## src/rtl/coin_dispenser_if.sv

```systemverilog
// Payout handshake between the vending controller (master) and the coin
// dispenser (slave): start/amount request, per-coin valid/ack, and status.
interface coin_dispenser_if;
  logic        I_START;
  logic [15:0] I_CHANGE_AMT;
  logic        I_COIN_ACK;
  logic        O_COIN_VALID;
  logic [2:0]  O_COIN_TYPE;
  logic        O_BUSY;
  logic        O_DONE;
  logic [15:0] O_REMAINING;
  logic        O_SHORT;

  modport master (
    output I_START, I_CHANGE_AMT, I_COIN_ACK,
    input  O_COIN_VALID, O_COIN_TYPE, O_BUSY, O_DONE, O_REMAINING, O_SHORT
  );

  modport slave (
    input  I_START, I_CHANGE_AMT, I_COIN_ACK,
    output O_COIN_VALID, O_COIN_TYPE, O_BUSY, O_DONE, O_REMAINING, O_SHORT
  );
endinterface

```

## src/rtl/coin_dispenser.sv

```systemverilog
// Greedy change dispenser: pays out an amount one coin at a time, largest coin first.
// Optional per-denomination inventory with short-payout reporting: COIN_INVENTORY_EN.
module coin_dispenser #(
  parameter int INIT_COUNT = 16
) (
  input  logic            I_CLK,
  input  logic            I_RESET,
  coin_dispenser_if.slave bus
);

  typedef enum logic [1:0] {S_IDLE, S_SELECT, S_EJECT, S_DONE} state_t;

  state_t      r_state;
  logic        r_valid;
  logic [2:0]  r_type;
  logic        r_busy;
  logic        r_done;
  logic [15:0] r_rem;

  logic [5:0]  w_avail;
  logic [5:0]  w_fit;
  logic [2:0]  w_code;
  logic        w_found;

  function automatic logic [15:0] coin_value(input logic [2:0] code);
    case (code)
      3'd0:    coin_value = 16'd1;
      3'd1:    coin_value = 16'd5;
      3'd2:    coin_value = 16'd10;
      3'd3:    coin_value = 16'd25;
      3'd4:    coin_value = 16'd100;
      3'd5:    coin_value = 16'd500;
      default: coin_value = 16'd0;
    endcase
  endfunction

`ifdef COIN_INVENTORY_EN
  logic        r_short;
  logic [15:0] r_inv [6];

  always_ff @(posedge I_CLK or posedge I_RESET) begin
    if (I_RESET) begin
      for (int i = 0; i < 6; i++) r_inv[i] <= 16'(INIT_COUNT);
    end else if (r_state == S_EJECT && bus.I_COIN_ACK) begin
      // selection only picks nonzero counters, so this cannot wrap
      r_inv[r_type] <= r_inv[r_type] - 16'd1;
    end
  end

  for (genvar gi = 0; gi < 6; gi++) begin : g_avail
    assign w_avail[gi] = (r_inv[gi] != 16'd0);
  end

  assign bus.O_SHORT = r_short;
`else
  assign w_avail     = 6'b111111;
  assign bus.O_SHORT = 1'b0;
`endif

  for (genvar gi = 0; gi < 6; gi++) begin : g_fit
    assign w_fit[gi] = w_avail[gi] && (coin_value(3'(gi)) <= r_rem);
  end

  // later (larger) denominations override earlier ones
  always_comb begin
    w_code  = 3'd0;
    w_found = 1'b0;
    for (int i = 0; i < 6; i++) begin
      if (w_fit[i]) begin
        w_code  = 3'(i);
        w_found = 1'b1;
      end
    end
  end

  always_ff @(posedge I_CLK or posedge I_RESET) begin
    if (I_RESET) begin
      r_state <= S_IDLE;
      r_valid <= 1'b0;
      r_type  <= 3'd0;
      r_busy  <= 1'b0;
      r_done  <= 1'b0;
      r_rem   <= 16'd0;
`ifdef COIN_INVENTORY_EN
      r_short <= 1'b0;
`endif
    end else begin
      r_done <= 1'b0;
      case (r_state)
        S_IDLE: begin
          if (bus.I_START) begin
            r_rem   <= bus.I_CHANGE_AMT;
            r_busy  <= 1'b1;
            r_state <= S_SELECT;
`ifdef COIN_INVENTORY_EN
            r_short <= 1'b0;
`endif
          end
        end
        S_SELECT: begin
          if (r_rem == 16'd0) begin
            r_done  <= 1'b1;
            r_state <= S_DONE;
          end else if (w_found) begin
            r_type  <= w_code;
            r_valid <= 1'b1;
            r_state <= S_EJECT;
          end else begin
`ifdef COIN_INVENTORY_EN
            r_short <= 1'b1;
`endif
            r_done  <= 1'b1;
            r_state <= S_DONE;
          end
        end
        S_EJECT: begin
          if (bus.I_COIN_ACK) begin
            r_rem   <= r_rem - coin_value(r_type);
            r_valid <= 1'b0;
            r_state <= S_SELECT;
          end
        end
        S_DONE: begin
          r_busy  <= 1'b0;
          r_state <= S_IDLE;
        end
        default: r_state <= S_IDLE;
      endcase
    end
  end

  assign bus.O_COIN_VALID = r_valid;
  assign bus.O_COIN_TYPE  = r_type;
  assign bus.O_BUSY       = r_busy;
  assign bus.O_DONE       = r_done;
  assign bus.O_REMAINING  = r_rem;

endmodule

```

## src/flat_wrapper.sv

```systemverilog
// flat-port wrapper written by rule: the top's interface ports become plain ports
module coin_dispenser_flat 
#(
  parameter int INIT_COUNT = 16
)
  (I_CLK, I_RESET, bus_I_START, bus_I_CHANGE_AMT, bus_I_COIN_ACK, bus_O_COIN_VALID, bus_O_COIN_TYPE, bus_O_BUSY, bus_O_DONE, bus_O_REMAINING, bus_O_SHORT);
  coin_dispenser_if bus_i ();
  input  logic I_CLK;
  input  logic I_RESET;
  input wire logic [$bits(bus_i.I_START)-1:0] bus_I_START;
  input wire logic [$bits(bus_i.I_CHANGE_AMT)-1:0] bus_I_CHANGE_AMT;
  input wire logic [$bits(bus_i.I_COIN_ACK)-1:0] bus_I_COIN_ACK;
  output wire logic [$bits(bus_i.O_COIN_VALID)-1:0] bus_O_COIN_VALID;
  output wire logic [$bits(bus_i.O_COIN_TYPE)-1:0] bus_O_COIN_TYPE;
  output wire logic [$bits(bus_i.O_BUSY)-1:0] bus_O_BUSY;
  output wire logic [$bits(bus_i.O_DONE)-1:0] bus_O_DONE;
  output wire logic [$bits(bus_i.O_REMAINING)-1:0] bus_O_REMAINING;
  output wire logic [$bits(bus_i.O_SHORT)-1:0] bus_O_SHORT;
  assign bus_i.I_START = bus_I_START;
  assign bus_i.I_CHANGE_AMT = bus_I_CHANGE_AMT;
  assign bus_i.I_COIN_ACK = bus_I_COIN_ACK;
  assign bus_O_COIN_VALID = bus_i.O_COIN_VALID;
  assign bus_O_COIN_TYPE = bus_i.O_COIN_TYPE;
  assign bus_O_BUSY = bus_i.O_BUSY;
  assign bus_O_DONE = bus_i.O_DONE;
  assign bus_O_REMAINING = bus_i.O_REMAINING;
  assign bus_O_SHORT = bus_i.O_SHORT;
  coin_dispenser #(.INIT_COUNT(INIT_COUNT)) u_core (.I_CLK(I_CLK), .I_RESET(I_RESET), .bus(bus_i));
endmodule
```

## config.mk

```make
export PLATFORM = sky130hd
export DESIGN_NAME = coin_dispenser_flat
export DESIGN_NICKNAME = d
export VERILOG_FILES = /design/src/rtl/coin_dispenser_if.sv /design/src/rtl/coin_dispenser.sv /design/src/flat_wrapper.sv
export SDC_FILE = /design/constraint.sdc
export NUM_CORES = 1
export LEC_CHECK = 0
export CAP_MARGIN = 15
export CELL_PAD_IN_SITES_DETAIL_PLACEMENT = 1
export CELL_PAD_IN_SITES_GLOBAL_PLACEMENT = 2
export CORE_AREA = 3 3 82 84
export DETAILED_ROUTE_END_ITERATION = 10
export DIE_AREA = 0 0 85 87
export GPL_TIMING_DRIVEN = 0
export PLACE_DENSITY_LB_ADDON = 0.1
export SLEW_MARGIN = 20
export SYNTH_ARGS = -nofsm -noshare
export SYNTH_HDL_FRONTEND = slang
export SYNTH_SLANG_ARGS = --single-unit
```

## constraint.sdc

```tcl
create_clock -name I_CLK -period 3.2 [get_ports I_CLK]
set_input_delay 0.48 -clock I_CLK [delete_from_list [all_inputs] [get_ports I_CLK]]
set_output_delay 0.48 -clock I_CLK [all_outputs]
set_load 0.05 [all_outputs]
```

### Yosys cells after proc, flatten, opt, wreduce, memory -nomap -nowiden

Cells that the tools add are included.

| storage, ports and cells | value |
|---|---|
| input bits | 20 |
| ROM bits | 0 |
| bits in registers | 24 |
| memory bits (writable) | 0 |
| latch bits | 0 |
| memories kept | 0 |
| logic and storage cells | 68 |
| output and inout port bits | 23 |

| cells by class | value |
|---|---|
| shift operators | 0 |
| multiply operators | 0 |
| $lt $le $gt $ge | 6 |
| add/subtract/negate cells | 1 |
| equality and inequality tests | 12 |
| div/mod/pow operators | 0 |
| bitwise gates (word level) | 1 |
| muxes and demuxes | 31 |
| reduce and logical (&&, ||, !) cells | 11 |

Operator list:

| operator | number |
|---|---|
| 16-bit 2-to-1 mux | 4 |
| 9-bit one-hot mux with 6 select lines | 1 |
| 16-bit one-hot mux with 2 select lines | 1 |
| 1-bit by 16-bit less-or-equal comparator with 1-bit output (first input constant) | 1 |
| 3-bit by 16-bit less-or-equal comparator with 1-bit output (first input constant) | 1 |
| 4-bit by 16-bit less-or-equal comparator with 1-bit output (first input constant) | 1 |
| 5-bit by 16-bit less-or-equal comparator with 1-bit output (first input constant) | 1 |
| 7-bit by 16-bit less-or-equal comparator with 1-bit output (first input constant) | 1 |
| 9-bit by 16-bit less-or-equal comparator with 1-bit output (first input constant) | 1 |
| 16-bit logical NOT | 1 |
| 16-bit subtractor | 1 |
| 1-bit 2-to-1 mux | 15 |
| 3-bit 2-to-1 mux | 4 |
| 2-bit one-hot mux with 4 select lines | 1 |
| 3-bit by 2-bit equality test with 1-bit output (second input constant) | 2 |
| 3-bit equality test (second input constant) | 2 |
| 2-bit 2-to-1 mux | 3 |
| 2-bit != test (second input constant) | 3 |
| 3-bit AND reduction | 2 |
| 2-bit nonzero test | 3 |
| 2-bit equality test (second input constant) | 2 |
| 1-bit one-hot mux with 2 select lines | 2 |
| 2-bit AND reduction | 2 |
| 4-bit AND reduction | 1 |
| other kinds (6) | 6 |

### Longest topological paths before layout

Gate-level depths: netlist (run 1).

| logic depth | value |
|---|---|
| word-level depth | 10 |
| depth in mapped cells | 11 |
| mapped depth without buffers | 11 |

### Least setup slack after synthesis (run 1)

OpenSTA, ideal clock, no wires.

| timing | value |
|---|---|
| kind | register -> register |
| start | register u_core.r_type[0], in the netlist u_core.bus.O_COIN_TYPE[0] |
| end | register u_core.r_rem[14], in the netlist u_core.bus.O_REMAINING[14] |
| required time | 3.058 ns |
| setup slack | 0.498 ns |
| period minus slack after synthesis | 2.702 ns |
| buffers on the path | 0 |
| stages on the path, launching flop included | 11 |
| setup time | 0.142 ns |
| data arrival time | 2.560 ns |
| path through | dfrtp_1 > inv_1 > a21oi_1 > ha_1 > inv_1 > fa_1 > a21o_1 > a221oi_2 > nor2b_1 > o311ai_0 > nand4_1 |

| on the way | value |
|---|---|
| longest elaborated chain between the ends | 7 |
| elaborated cells between the ends (all ways) | 12 |
| those cells by class | add/sub: 1; eq/ne: 5; mux: 5; reduce/logical: 1 |

Ends and longest elaborated chain:

| what | line | text |
|---|---|---|
| start: declaration | coin_dispenser.sv:15 | `logic [2:0] r_type;` |
| start signal: assignment | coin_dispenser.sv:105 | `r_type <= w_code;` |
| 3-bit equality test (tied with other cells) | coin_dispenser.sv:26 | `case (code)` |
| 9-bit one-hot mux with 6 select lines (*) | coin_dispenser.sv:26 |  |
| 16-bit 2-to-1 mux (*) | coin_dispenser.sv:117 | `if (bus.I_COIN_ACK) begin` |
| 16-bit 2-to-1 mux (*) | coin_dispenser.sv:89 | `case (r_state)` |
| 16-bit subtractor (*) | coin_dispenser.sv:118 | `r_rem <= r_rem - coin_value(r_type);` |
| 16-bit 2-to-1 mux (*) | coin_dispenser.sv:117 |  |
| 16-bit one-hot mux with 2 select lines (*) | coin_dispenser.sv:89 |  |
| end signal: assignment | coin_dispenser.sv:92 | `r_rem <= bus.I_CHANGE_AMT;` |
| end signal: assignment | coin_dispenser.sv:118 |  |
| end: declaration | coin_dispenser.sv:18 | `logic [15:0] r_rem;` |

Every way passes the cells marked *; elsewhere a longest branch is shown, timed or not. The select of a mux whose other input is x is not followed.
A chain may end at the register's enable or synchronous reset.

### Worst setup path after layout (run 1)

| timing | value |
|---|---|
| start | register u_core.r_type[1], in the netlist u_core.bus.O_COIN_TYPE[1] |
| end | register u_core.r_rem[13], in the netlist u_core.bus.O_REMAINING[13] |

Same word-level chain as after synthesis.

==> results.sh, run 1 <==
export IMPL_pin_count=43
export IMPL_holdPathStages=1
export IMPL_final_cell_mix="41 x clkdlybuf4s50_1, 24 x dfrtp_1, 22 x a21oi_1"
export IMPL_synthArstFlopShare_pct=100
export IMPL_synth_net_count=242
export IMPL_drive_above_1_share_pct=5.45
export IMPL_worst_slew_pin_slew_ps=657
export IMPL_syn_inst=212
export IMPL_die_w_um=85
export IMPL_reg2reg_slack_ps=530
export IMPL_setup_tns_ps=0
export IMPL_fill_cells=709
export IMPL_maxSlewViolCount=0
export IMPL_ctsResizeCount=0
export IMPL_start_util_pct=29.4
export IMPL_grt_max_degree=25
export IMPL_end_kind="flip-flop"
export IMPL_hold_viol_final=0
export IMPL_grt_use_met2_pct=26.8
export IMPL_fmax_ghz=0.375
export IMPL_design_core_area_um2=5990
export IMPL_grt_use_met3_pct=2.08
export IMPL_yosys_area_share_simple_pct=25.1
export IMPL_ant_nets=0
export IMPL_grt_busiest_layer="met2"
export IMPL_fin_crit_sh_pct=83.4
export IMPL_htreeDepth=1
export IMPL_r2r_cells=9
export IMPL_setup_viol=0
export IMPL_post_place_ws_ps=538
export IMPL_grt_pass1_wl_um=9510
export IMPL_grt_pass1_vias=1782
export IMPL_grt_use_total_pct=16.4
export IMPL_finalClockSkew_ps=6.90
export IMPL_final_common_cell="clkdlybuf4s50_1"
export IMPL_areaGrowthSynthToFinish_pct=32.7
export IMPL_insertion_delay_ps=280
export IMPL_r2r_end="u_core.bus.O_REMAINING[13]"
export IMPL_status="finished clean"
export IMPL_min_period_ps=2670
export IMPL_place_congestion=0.778
export IMPL_dr_pass1_iters=4
export IMPL_port_buffers=41
export IMPL_drv_cap=0
export IMPL_leakagePower_nw=0.973
export IMPL_clkSinkCount=24
export IMPL_synth_xor_area_share_pct=1.99
export IMPL_hp_class="flip-flop to flip-flop"
export IMPL_synth_top_family_by_area="compound AO/OA/AOI/OAI gates"
export IMPL_ys_types=45
export IMPL_yosys_warnings=0
export IMPL_grtUsageMet1_pct=23.0
export IMPL_syn_area_per_cell_um2=8.30
export IMPL_cp_start_kind="flip-flop"
export IMPL_rows=28
export IMPL_synth_edf_count=0
export IMPL_hold_path_startpoint="u_core.bus.O_COIN_VALID"
export IMPL_avgRoutedWirePerCell_um=17.7
export IMPL_dieHeight_um=87
export IMPL_synthAdderAreaFrac_pct=7.53
export IMPL_via_count=1793
export IMPL_critPathRequiredTime_ps=3370
export IMPL_clockBufferDepth=2
export IMPL_crit_type="flip-flop to flip-flop"
export IMPL_cts_tree="done"
export IMPL_post_dp_hpwl_um=4450
export IMPL_layoutNonFillerInstCount=332
export IMPL_synth_compound_area_share_pct=26.4
export IMPL_min_to="u_core.bus.O_COIN_VALID"
export IMPL_placed_cells=328
export IMPL_critPathArrivalTime_ps=2840
export IMPL_diodes=0
export IMPL_drt_initial_drc_count=65
export IMPL_synthMuxAreaShare_pct=1.28
export IMPL_crit_path_max_fanout=6
export IMPL_r2r_start="u_core.bus.O_COIN_TYPE[1]"
export IMPL_viasPerCell=5.40
export IMPL_netlist_area_um2=1760
export IMPL_synth_ff_type="dfrtp_1"
export IMPL_die_area_um2=7400
export IMPL_post_cts_setup_buffers=0
export IMPL_cts_root_buf="clkbuf_8"
export IMPL_clk_pin_slew_ps=100
export IMPL_grt_overflow_total=0
export IMPL_setup_ws_ps=531
export IMPL_max_slew_margin_pct=56.2
export IMPL_numCtsBuffers=3
export IMPL_ys_seq_area_share_pct=34.1
export IMPL_ir_worst_vdd_mv=0.434
export IMPL_antenna_found_initial=0
export IMPL_num_nets_final=288
export IMPL_ys_ff_latch=24
export IMPL_finalPower_w=0.00249
export IMPL_power_density_nw_per_um2=1060
export IMPL_grt_setup_unrepaired="false"
export IMPL_holdBufCountCts=0
export IMPL_drc=0
export IMPL_routed_wl_um=5880
[through the flow]
stage               util (%)  cell area [µm²]  hold slack, ps
CTS                     39.0             2340             504
floorplan                  -             1760             488
global route            39.0             2340             517
detailed placement      37.8             2260             479
finish                  39.0             2340             496
global placement        37.8             2260             462
[flip-flops by register name, summed over array words and instances, names as in the netlist]
register,count
u_core.bus.O_REMAINING,16
u_core.bus.O_COIN_TYPE,3
u_core.r_state,2
u_core.bus.O_BUSY,1
u_core.bus.O_COIN_VALID,1
u_core.bus.O_DONE,1
[cells in the mapped netlist, types with 2 or more instances]
cell        n  area share (%)
o21bai_1    2            0.85
nand2b_1    8             2.8
clkbuf_1    8             1.7
o311ai_0    2             1.0
inv_1       6             1.3
and3_1      7             2.5
o21ai_0    11             3.1
nor2_1     20             4.3
nand2_1    18             3.8
o21a_1      5             2.1
o31ai_1     2            0.85
xor2_1      3             1.5
a31oi_1     7             2.5
nor3_1      8             2.3
mux2_2      2             1.3
ha_1        9             6.4
or3_1       2            0.71
nand3b_1    2            0.85
a21o_1      5             2.1
nor2b_1     3             1.1
o22ai_1     2            0.71
a21oi_1    22             6.3
a31o_2      2             1.0
dfrtp_1    24              34
a2bb2oi_1   2             1.0
a211oi_1    2            0.85
nand4_1     3             1.1
nand3_1     8             2.3
[cell families after synthesis]
| group | Yosys count |
|---|---|
| AOI/OAI and AO/OA | 71 |
| xor gates and xnor gates | 4 |
| adders and majority gates | 10 |
| buffers and inverters | 15 |
| DFF | 24 |
| muxes | 2 |
| other | 1 |
| and+or+nand+nor | 85 |
[how the worst max path moves through the flow]
stage	startpoint	endpoint	slack (ps)	cells past startpoint
2_1_floorplan	u_core.bus.O_COIN_TYPE[0]	u_core.bus.O_REMAINING[14]	500	10
3_3_place_gp	u_core.bus.O_COIN_TYPE[1]	u_core.bus.O_REMAINING[13]	530	9
3_5_place_dp	u_core.bus.O_COIN_TYPE[1]	u_core.bus.O_REMAINING[13]	540	9
4_1_cts	u_core.bus.O_COIN_TYPE[1]	u_core.bus.O_REMAINING[13]	530	9
5_1_grt	u_core.bus.O_COIN_TYPE[0]	u_core.bus.O_REMAINING[14]	260	10
6_report	u_core.bus.O_COIN_TYPE[1]	u_core.bus.O_REMAINING[13]	530	9
[worst max-delay path: stages (launching register included)]
cell      delay [ps]
dfrtp_1          460
nand2b_1         230
or2_2            310
ha_1             350
a21oi_1          170
nand2_1          140
nor3_2           190
and3_1           280
a31oi_1          110
a311o_1          340
[routing by layer]
metal / wire length, µm / up-vias
li1: - / 876
met1: 2950 / 883
met2: 2680 / 32
met3: 202 / 2
met4: 38 / 0
met5: 0 / -
[power by group]
| group | switching, W | total [W] | internal, W |
|---|---|---|---|
| combinational | 0.000984 | 0.00155 | 0.000565 |
| sequential | 0.000230 | 0.000658 | 0.000429 |
| clock | 0.000113 | 0.000280 | 0.000168 |
[final cells by class]
| cell class | count | area (µm²) | share of cell area, % |
|---|---|---|---|
| tap | 75 | 93.8 | 4.02 |
| clock inverter | 1 | 30.0 | 1.29 |
| buffer | 9 | 37.5 | 1.61 |
| timing repair buffer | 41 | 410 | 17.6 |
| clock buffer | 3 | 41.3 | 1.77 |
| inverter | 6 | 22.5 | 0.964 |
| multi-input combinational | 173 | 1100 | 47.1 |
| sequential | 24 | 601 | 25.7 |
No activity file was read; power rests on OpenSTA's default activity.
==> run 2, diff against run 1 <==
- CORE_AREA: 3 3 82 84 -> 3 3 87 89
- DIE_AREA: 0 0 85 87 -> 0 0 90 92
- clock period: 3.2 -> 2.3 ns (I/O delays scaled with it)
==> run 2 against run 1 <==
Net effect:
- the run now ends with setup timing left
- sequential power is 41% higher
- global-route usage shrank 1.2 points
- combinational power is 54% higher
- largest power group unchanged
==> results.sh, run 2 (synthesis gave the netlist of run 1 again) <==
export IMPL_r2r_start="u_core.bus.O_COIN_TYPE[0]"
export IMPL_post_place_ws_ps=-216
export IMPL_crit_path_max_fanout=4
export IMPL_finalPower_w=0.00370
export IMPL_cp_startpoint="u_core.bus.O_COIN_TYPE[0]"
export IMPL_status="complete, but fails checks"
export IMPL_rows=30
export IMPL_final_common_cell="clkdlybuf4s50_1"
export IMPL_power_clock_fraction_pct=10.6
export IMPL_power_density_nw_per_um2=1410
export IMPL_grt_setup_unrepaired="true"
export IMPL_p_comb_share_pct=64.4
export IMPL_leakagePower_nw=1.05
export IMPL_grt_pass1_vias=1826
export IMPL_antenna_found_initial=0
export IMPL_place_congestion=0.828
export IMPL_critPathRequiredTime_ps=2500
export IMPL_viasPerCell=5.06
export IMPL_drc=0
export IMPL_clkSinkCount=24
export IMPL_num_nets_final=299
export IMPL_cp_start_kind="flip-flop"
export IMPL_dr_pass1_iters=4
export IMPL_r2r_end="u_core.bus.O_REMAINING[12]"
export IMPL_via_count=1841
export IMPL_finalClockSkew_ps=3.92
export IMPL_ant_nets=0
export IMPL_setup_viol=6
export IMPL_layoutNonFillerInstCount=364
export IMPL_maxSlewViolCount=0
export IMPL_min_period_ps=2410
export IMPL_endpoint="u_core.bus.O_REMAINING[12]"
export IMPL_areaGrowthSynthToFinish_pct=48.5
export IMPL_grt_max_degree=25
export IMPL_grt_use_total_pct=15.2
export IMPL_place_area_um2=2360
export IMPL_worst_path_stages=11
export IMPL_cp_top_family="compound AO/OA/AOI/OAI gates"
export IMPL_diodes=0
export IMPL_largest_reg_flops=16
export IMPL_max_slew_margin_pct=52.6
export IMPL_drive_above_1_share_pct=20.5
export IMPL_fill_cells=835
export IMPL_numCtsBuffers=3
export IMPL_critPathArrivalTime_ps=2620
export IMPL_hp_class="input pin to asynchronous set/reset pin"
export IMPL_cpMaxStageDelayCell="dfrtp_2"
export IMPL_crit_chain="inv_4, a21oi_2, ha_2, inv_2, fa_2, a21o_1, a221oi_4, nand2b_4, nand3b_1, a21oi_1, a2bb2oi_1"
export IMPL_r2r_cells=11
export IMPL_insertion_delay_ps=280
export IMPL_final_cell_mix="41 x clkdlybuf4s50_1, 21 x dfrtp_1, 20 x nor2_1"
export IMPL_hold_viol_final=0
export IMPL_reg2reg_slack_ps=-110
export IMPL_setup_ws_ps=-115
export IMPL_avgRoutedWirePerCell_um=17.1
export IMPL_final_area_um2=2620
export IMPL_clockBufferDepth=2
export IMPL_post_dp_hpwl_um=4500
export IMPL_ir_worst_vdd_mv=0.687
export IMPL_placed_cells=349
export IMPL_p_int_w=0.00175
export IMPL_die_w_um=90
export IMPL_fmax_ghz=0.414
export IMPL_htreeDepth=1
export IMPL_crit_type="flip-flop to flip-flop"
export IMPL_routed_wl_um=6220
export IMPL_fin_crit_sh_pct=105
export IMPL_pin_count=43
export IMPL_start_util_pct=25.8
export IMPL_violations="setup timing"
export IMPL_critPathBufInv=2
export IMPL_end_kind="flip-flop"
export IMPL_dieHeight_um=92
export IMPL_drt_initial_drc_count=70
export IMPL_worst_path_largest_cell_delay_ps=400
export IMPL_die_area_um2=8280
export IMPL_worst_slew_pin_slew_ps=711
export IMPL_design_core_area_um2=6830
export IMPL_grt_overflow_total=0
export IMPL_drv_cap=0
export IMPL_cts_root_buf="clkbuf_8"
export IMPL_port_buffers=41
export IMPL_p_sw_w=0.00195
export IMPL_p_seq_share_pct=25.0
export IMPL_switching_share_pct=52.7
export IMPL_cts_tree="done"
export IMPL_clk_pin_slew_ps=100
export IMPL_grt_pass1_wl_um=10100
## run 2: through the flow
step | setup TNS, ps | hold WS (ps) | utilization (%)
2_1_floorplan | -430 | 359 | -
3_3_place_gp | -1620 | 478 | 34.6
3_5_place_dp | -1870 | 479 | 34.6
4_1_cts | -659 | 468 | 37.0
5_1_grt | -1650 | 499 | 38.3
6_report | -378 | 441 | 38.3
## run 2: repair_timing
item | CTS | global route
setup endpoints to repair | 7 | 12
resized for setup | 8 | 13
hold buffers | 0 | 0
buffers inserted | 7 | 4
pin swaps | 7 | 14
## run 2: metal layers
metal	share of wire, %	vias up	GRT usage (%)
met5	0	-	0
met3	3.8	2	2.79
met4	0.29	0	1.53
met1	50	906	21.3
li1	-	898	-
met2	46	35	25.2
## run 2: power by group through the flow
| stage | Combinational, W | Sequential [W] | Clock [W] |
|---|---|---|---|
| after floorplan | 0.00102 | 0.00138 | 0 |
| after global placement | 0.00222 | 0.000932 | 0 |
| after detailed placement | 0.00223 | 0.000929 | 0 |
| after CTS | 0.00231 | 0.000927 | 0.000413 |
| after global routing | 0.00258 | 0.000978 | 0.000424 |
| final | 0.00238 | 0.000925 | 0.000393 |
## run 2: layout make-up
| class | instances | area (µm²) | share of cell area, % |
|---|---|---|---|
| Multi-Input combinational cell | 173 | 1260 | 48.3 |
| Sequential cell | 24 | 604 | 23.1 |
| Timing Repair Buffer | 52 | 493 | 18.9 |
| Tap cell | 96 | 120 | 4.59 |
| Clock buffer | 3 | 41.3 | 1.58 |
| Buffer | 9 | 37.5 | 1.44 |
| Clock inverter | 1 | 30.0 | 1.15 |
| Inverter | 6 | 25.0 | 0.957 |
## run 2: worst min path at each step
stage / depth (start not counted) / to / startpoint
after floorplan: 1 / u_core.bus.O_BUSY / I_RESET
after global placement: 1 / u_core.bus.O_COIN_VALID / u_core.bus.O_COIN_VALID
after detailed placement: 1 / u_core.bus.O_COIN_VALID / u_core.bus.O_COIN_VALID
after CTS: 2 / u_core.bus.O_REMAINING[10] / I_RESET
after global routing: 2 / u_core.bus.O_REMAINING[11] / I_RESET
final: 2 / u_core.bus.O_REMAINING[11] / I_RESET
